File: src/rtl/branch_redirect_ctrl.sv
// Branch redirect controller: sits between the ID-stage branch resolver and
// fetch. It stalls ID while a branch waits for its operands, latches taken
// targets into a valid/ready redirect request, tracks the delay slot, and
// keeps saturating taken / not-taken counters.
module branch_redirect_ctrl #(
   parameter int unsigned ADDR_WIDTH = 32,
   parameter int unsigned CNT_WIDTH  = 32
) (
   input  logic                  clk,
   input  logic                  rst,
   input  logic                  id_valid,
   input  logic                  id_is_branch,
   input  logic                  branch_flag,
   input  logic [ADDR_WIDTH-1:0] branch_addr,
   input  logic                  operand_hazard,
   input  logic                  stall_in,
   input  logic                  flush,
   input  logic                  if_ready,
   output logic                  stall_id,
   output logic                  redirect_valid,
   output logic [ADDR_WIDTH-1:0] redirect_addr,
   output logic                  ds_flag,
   output logic                  ds_branch_err,
   output logic [CNT_WIDTH-1:0]  taken_cnt,
   output logic [CNT_WIDTH-1:0]  not_taken_cnt
);

   typedef enum logic [1:0] {
      S_IDLE     = 2'd0,
      S_HAZARD   = 2'd1,
      S_REDIRECT = 2'd2
   } state_t;

   state_t state;
   state_t state_next;

   logic ds_pending;
   logic br_present;
   logic br_eval;
   logic accept_taken;
   logic accept_not_taken;
   logic ds_clear;
   logic ds_err_now;

   // A branch is only a candidate for resolution when it is not itself
   // sitting in a delay slot; delay-slot branches pass as plain instructions.
   assign br_present = id_valid & id_is_branch;
   assign br_eval    = br_present & ~ds_pending;
   assign ds_flag    = ds_pending;

   // State register.
   always_ff @(posedge clk or negedge rst) begin
      if (!rst) begin
         state <= S_IDLE;
      end else begin
         state <= state_next;
      end
   end

   // Next-state, combinational stall and per-cycle event decode.
   // HAZARD re-evaluates the held branch exactly as IDLE does once the
   // operands arrive, so both states share one decision path; acceptance is
   // derived without reading stall_id back, since stall_id is necessarily 0
   // whenever a hazard-free branch is being resolved outside REDIRECT.
   always_comb begin
      stall_id         = 1'b0;
      state_next       = state;
      accept_taken     = 1'b0;
      accept_not_taken = 1'b0;
      ds_clear         = 1'b0;
      ds_err_now       = 1'b0;
      if (flush) begin
         state_next = S_IDLE;
      end else begin
         unique case (state)
            S_IDLE, S_HAZARD: begin
               if (br_eval && operand_hazard) begin
                  stall_id   = 1'b1;
                  state_next = S_HAZARD;
               end else begin
                  state_next = S_IDLE;
                  if (br_eval && !stall_in) begin
                     if (branch_flag) begin
                        accept_taken = 1'b1;
                        state_next   = S_REDIRECT;
                     end else begin
                        accept_not_taken = 1'b1;
                     end
                  end
               end
            end
            S_REDIRECT: begin
               // A fresh branch must wait until fetch has taken the
               // outstanding redirect; it is resolved back in IDLE.
               if (br_eval) begin
                  stall_id = 1'b1;
               end
               if (redirect_valid && if_ready) begin
                  state_next = S_IDLE;
               end
            end
            default: begin
               state_next = S_IDLE;
            end
         endcase
         ds_clear   = id_valid && !stall_in && !stall_id;
         ds_err_now = br_present && ds_pending && !stall_in && !stall_id;
      end
   end

   // Redirect request towards fetch; the target is captured only on a taken
   // acceptance and held untouched until the next one.
   always_ff @(posedge clk or negedge rst) begin
      if (!rst) begin
         redirect_valid <= 1'b0;
         redirect_addr  <= '0;
      end else begin
         redirect_valid <= (state_next == S_REDIRECT);
         if (accept_taken) begin
            redirect_addr <= branch_addr;
         end
      end
   end

   // Delay-slot tracking and the registered delay-slot-branch error pulse.
   always_ff @(posedge clk or negedge rst) begin
      if (!rst) begin
         ds_pending    <= 1'b0;
         ds_branch_err <= 1'b0;
      end else begin
         ds_branch_err <= ds_err_now;
         if (flush) begin
            ds_pending <= 1'b0;
         end else if (accept_taken || accept_not_taken) begin
            ds_pending <= 1'b1;
         end else if (ds_clear) begin
            ds_pending <= 1'b0;
         end
      end
   end

   // Saturating performance counters; flush leaves them untouched.
   always_ff @(posedge clk or negedge rst) begin
      if (!rst) begin
         taken_cnt     <= '0;
         not_taken_cnt <= '0;
      end else begin
         if (accept_taken && (taken_cnt != '1)) begin
            taken_cnt <= taken_cnt + CNT_WIDTH'(1);
         end
         if (accept_not_taken && (not_taken_cnt != '1)) begin
            not_taken_cnt <= not_taken_cnt + CNT_WIDTH'(1);
         end
      end
   end

endmodule

File: config.mk
export PLATFORM = sky130hd
export DESIGN_NAME = branch_redirect_ctrl
export DESIGN_NICKNAME = d
export VERILOG_FILES = /design/src/rtl/branch_redirect_ctrl.sv
export SDC_FILE = /design/constraint.sdc
export NUM_CORES = 1
export LEC_CHECK = 0
export CAP_MARGIN = 20
export CORE_ASPECT_RATIO = 1.25
export CORE_MARGIN = 2
export CORE_UTILIZATION = 50
export CTS_BUF_LIST = sky130_fd_sc_hd__clkbuf_2 sky130_fd_sc_hd__clkbuf_4 sky130_fd_sc_hd__clkbuf_8
export DETAILED_ROUTE_END_ITERATION = 8
export DONT_BUFFER_PORTS = 1
export PLACE_DENSITY = 0.79
export SYNTH_ARGS = -nofsm -noshare
export SYNTH_HDL_FRONTEND = slang
export SYNTH_SLANG_ARGS = --single-unit
export TNS_END_PERCENT = 20
File: constraint.sdc
create_clock -name clk -period 2.1 [get_ports clk]
set_clock_uncertainty 0.05 [all_clocks]
set_input_delay 0.105 -clock clk [delete_from_list [all_inputs] [get_ports clk]]
set_output_delay 0.105 -clock clk [all_outputs]
set_load 0.005 [all_outputs]
==> metrics.yaml <==
drc: 0
r2r_slack_ns: 0.05
holdWs_ns: -0.617
drv_slew: 0
hpwl_um: 8150
post-route-util: 0.663
relSlewSlack: 0.719
die_area_um2: 10100
root_buffer: "clkbuf_8"
seqPwrFrac: 0.564
swShare: 0.230
initialDrtViolationCount: 197
max-cap-violations: 0
rsz0062_at_grt: "yes"
synthDistinctLibCells: 44
p_per_area_nw_per_um2: 651
tns_ns: 0
drt_wl_total_um: 11900
p_int_w: 0.00302
netlist_instances: 459
synth_area_leader_cell: "dfrtp_1"
crit_type: "flop to flop"
rows: 39
grt_pass1_wl_um: 19800
io_pins: 141
cp_cell_sequence: "ha_1 -> nand2_1 -> or4_4 -> o31ai_4 -> buf_4 -> nor2_1 -> xor2_1"
fillerInstances: 678
syn2layout_area_growth_pct: 29.9
leakage_nw: 2.87
io_buffers: 0
clkLatencyLatePin_ns: 0.36
cts_hold_buffers: 38
initial_utilization: 0.510
cts_max_path_buffers: 2
ff2ff_path_depth: 7
peakVddDrop_uv: 453
combPwrFrac: 0.078
crit_fanout: 5
cts_buffers: 9
fp.dieW_um: 90.1
finalSetupViolCount: 0
clock_sinks: 101
end_kind: "flop"
die_h_um: 112
grt_max_degree: 102
syn_avg_cell_area_um2: 10.1
cpPeakStageDelay_ns: 0.57
first_global_vias: 3931
post_drt_wl_per_cell_um: 17.0
fp.coreArea_um2: 9080
via_per_inst: 5.55
netlist.area_leader.share: 0.546
start_kind: "flop"
cp_slowest_cell: "or4_4"
switchingPower_w: 0.000902
tightestPinTransition_ns: 0.418
gp_congestion: 0.864
mostFrequentLayoutCells: "nand2_1 (116), dfrtp_1 (101), buf_4 (72)"
fmax_mhz: 488
cpLargestDelayFamily: "simple AND/OR/NAND/NOR gates"
yosys_warnings: 0
critPathRequiredTime_ns: 2.29
grtUsageTotal: 0.243
final_common_cell: "nand2_1"
ys_seq_area_frac: 0.546
cts_tree: "yes"
r2r_start: "taken_cnt[1]"
pwr-share-clk: 0.358
ys_ff_latch: 101
syn-num-nets: 502
htreeDepth: 3
post-route-period-util: 0.975
failed_checks: "negative hold slack"
hp-class: "input pin to asynchronous set/reset pin"
num_vias: 3875
clk_pin_slew_ns: 0.09
first_pass_iters: 4
period_needed_ns: 2.05
nNetsFinal: 613
ant_nets: 0
grt_overflow: 0
syn_area_um2: 4630
synth_area_leaders: "dfrtp_1 (55%), nand2_1 (9.4%), xnor2_1 (6.6%), xor2_1 (4.7%), nand4_1 (4.1%)"
antenna_found_initial: 0
antennaDiodeCount: 0
timing.rr.end: "taken_cnt[21]"
worstPathArrival_ns: 2.24
worst-path-buf-inv: 1
hold_violations: 101
drive_gt1_frac: 0.214
outcome: "finished with violations"
[sequential cells by signal (all words and copies together), names as in the netlist]
register,flops
redirect_addr,32
ds_flag,1
not_taken_cnt,32
ds_branch_err,1
taken_cnt,32
redirect_valid,1
state,2
[power by group through the flow]
stage	Clock [W]	Combinational, W	Sequential, W
after floorplan	0	0.000136	0.00223
after CTS	0.00143	0.000302	0.00221
after detailed placement	0	0.000249	0.00224
after global placement	0	0.000229	0.00224
final	0.00140	0.000307	0.00221
after global routing	0.00152	0.000355	0.00223
[synthesized netlist by cell type (all sizes together)]
cell type and number:
nor2 24, o32ai 1, nor3 16, nor4b 1
a21oi 4, mux2 1, xnor2 35, xor2 25
inv 9, o21ba 1, and4 5, buf 4
nor4 14, nand4b 2, nand4bb 1, or4b 2
nand3b 1, o31ai 3, and3 10, o21bai 1
nand2b 3, clkbuf 7, nor2b 1, nand2 116
nand4 30, o211ai 1, nor3b 2, nand3 22
o2111ai 1, and2 2, or4 6, or2 4
ha 2, and4b 1, dfrtp 101
[repair_timing]
item / CTS / global route
resized for setup: 1 / 18
cloned: 0 / 1
endpoints found under the hold margin: 138 / 101
endpoints found under the setup margin: 1 / 36
buffers inserted: 0 / 1
pin swaps: 0 / 6
[per-stage QoR]
| step | hold WS [ns] | setup slack [ns] | cells | power (W) | cell area (µm²) |
|---|---|---|---|---|---|
| after floorplan | -0.241 | 0.00299 | 459 | 0.00237 | 4630 |
| after global placement | -0.237 | 0.0154 | 642 | 0.00247 | 5280 |
| after detailed placement | -0.237 | 0.0202 | 642 | 0.00249 | 5280 |
| after CTS | -0.634 | 0.0199 | 696 | 0.00394 | 5900 |
| after global routing | -0.650 | -0.0239 | 698 | 0.00410 | 6020 |
| final | -0.617 | 0.0518 | 698 | 0.00392 | 6020 |
[worst max path at each step]
stage	from	endpoint	cells past startpoint	slack, ns
floorplan	not_taken_cnt[0]	not_taken_cnt[18]	6	0.003
global placement	state[1]	taken_cnt[30]	5	0.02
detailed placement	state[1]	taken_cnt[30]	5	0.02
CTS	not_taken_cnt[0]	not_taken_cnt[3]	7	0.02
global route	ds_flag	not_taken_cnt[26]	6	-0.02
finish	taken_cnt[1]	taken_cnt[21]	7	0.05
[worst reg2reg max path: stages, from the launching register on]
cell and delay (ns):
dfrtp_1 0.36, ha_1 0.17, nand2_1 0.09, or4_4 0.57, o31ai_4 0.29, buf_4 0.19
nor2_1 0.07, xor2_1 0.15
[cell families (layout without fill, tap and decap cells)]
family,count (synthesis),count (layout),synth area share
fa+ha+maj,2,2,0.00540
buf+inv,20,135,0.0186
simple gates,263,263,0.293
flops,101,101,0.546
compound gates,12,13,0.0219
xor+xnor,60,60,0.113
mux,1,1,0.00243
[routing by layer]
layer | share of wire | wire length, µm | vias up | GRT usage
li1 | - | - | 1804 | -
met1 | 0.39 | 4690 | 1895 | 0.304
met2 | 0.51 | 6040 | 152 | 0.401
met3 | 0.075 | 888 | 24 | 0.0717
met4 | 0.022 | 267 | 0 | 0.0913
met5 | 0 | 0 | - | 0
[layout make-up]
cell class | instances | area [µm²] | area share
sequential | 101 | 2530 | 0.420
multi-input combinational | 339 | 2150 | 0.357
timing repair buffer | 110 | 921 | 0.153
clock buffer | 13 | 166 | 0.0277
tap | 123 | 154 | 0.0256
clock inverter | 3 | 67.6 | 0.0112
inverter | 9 | 33.8 | 0.00561
Power figures use the tool's default switching activity.
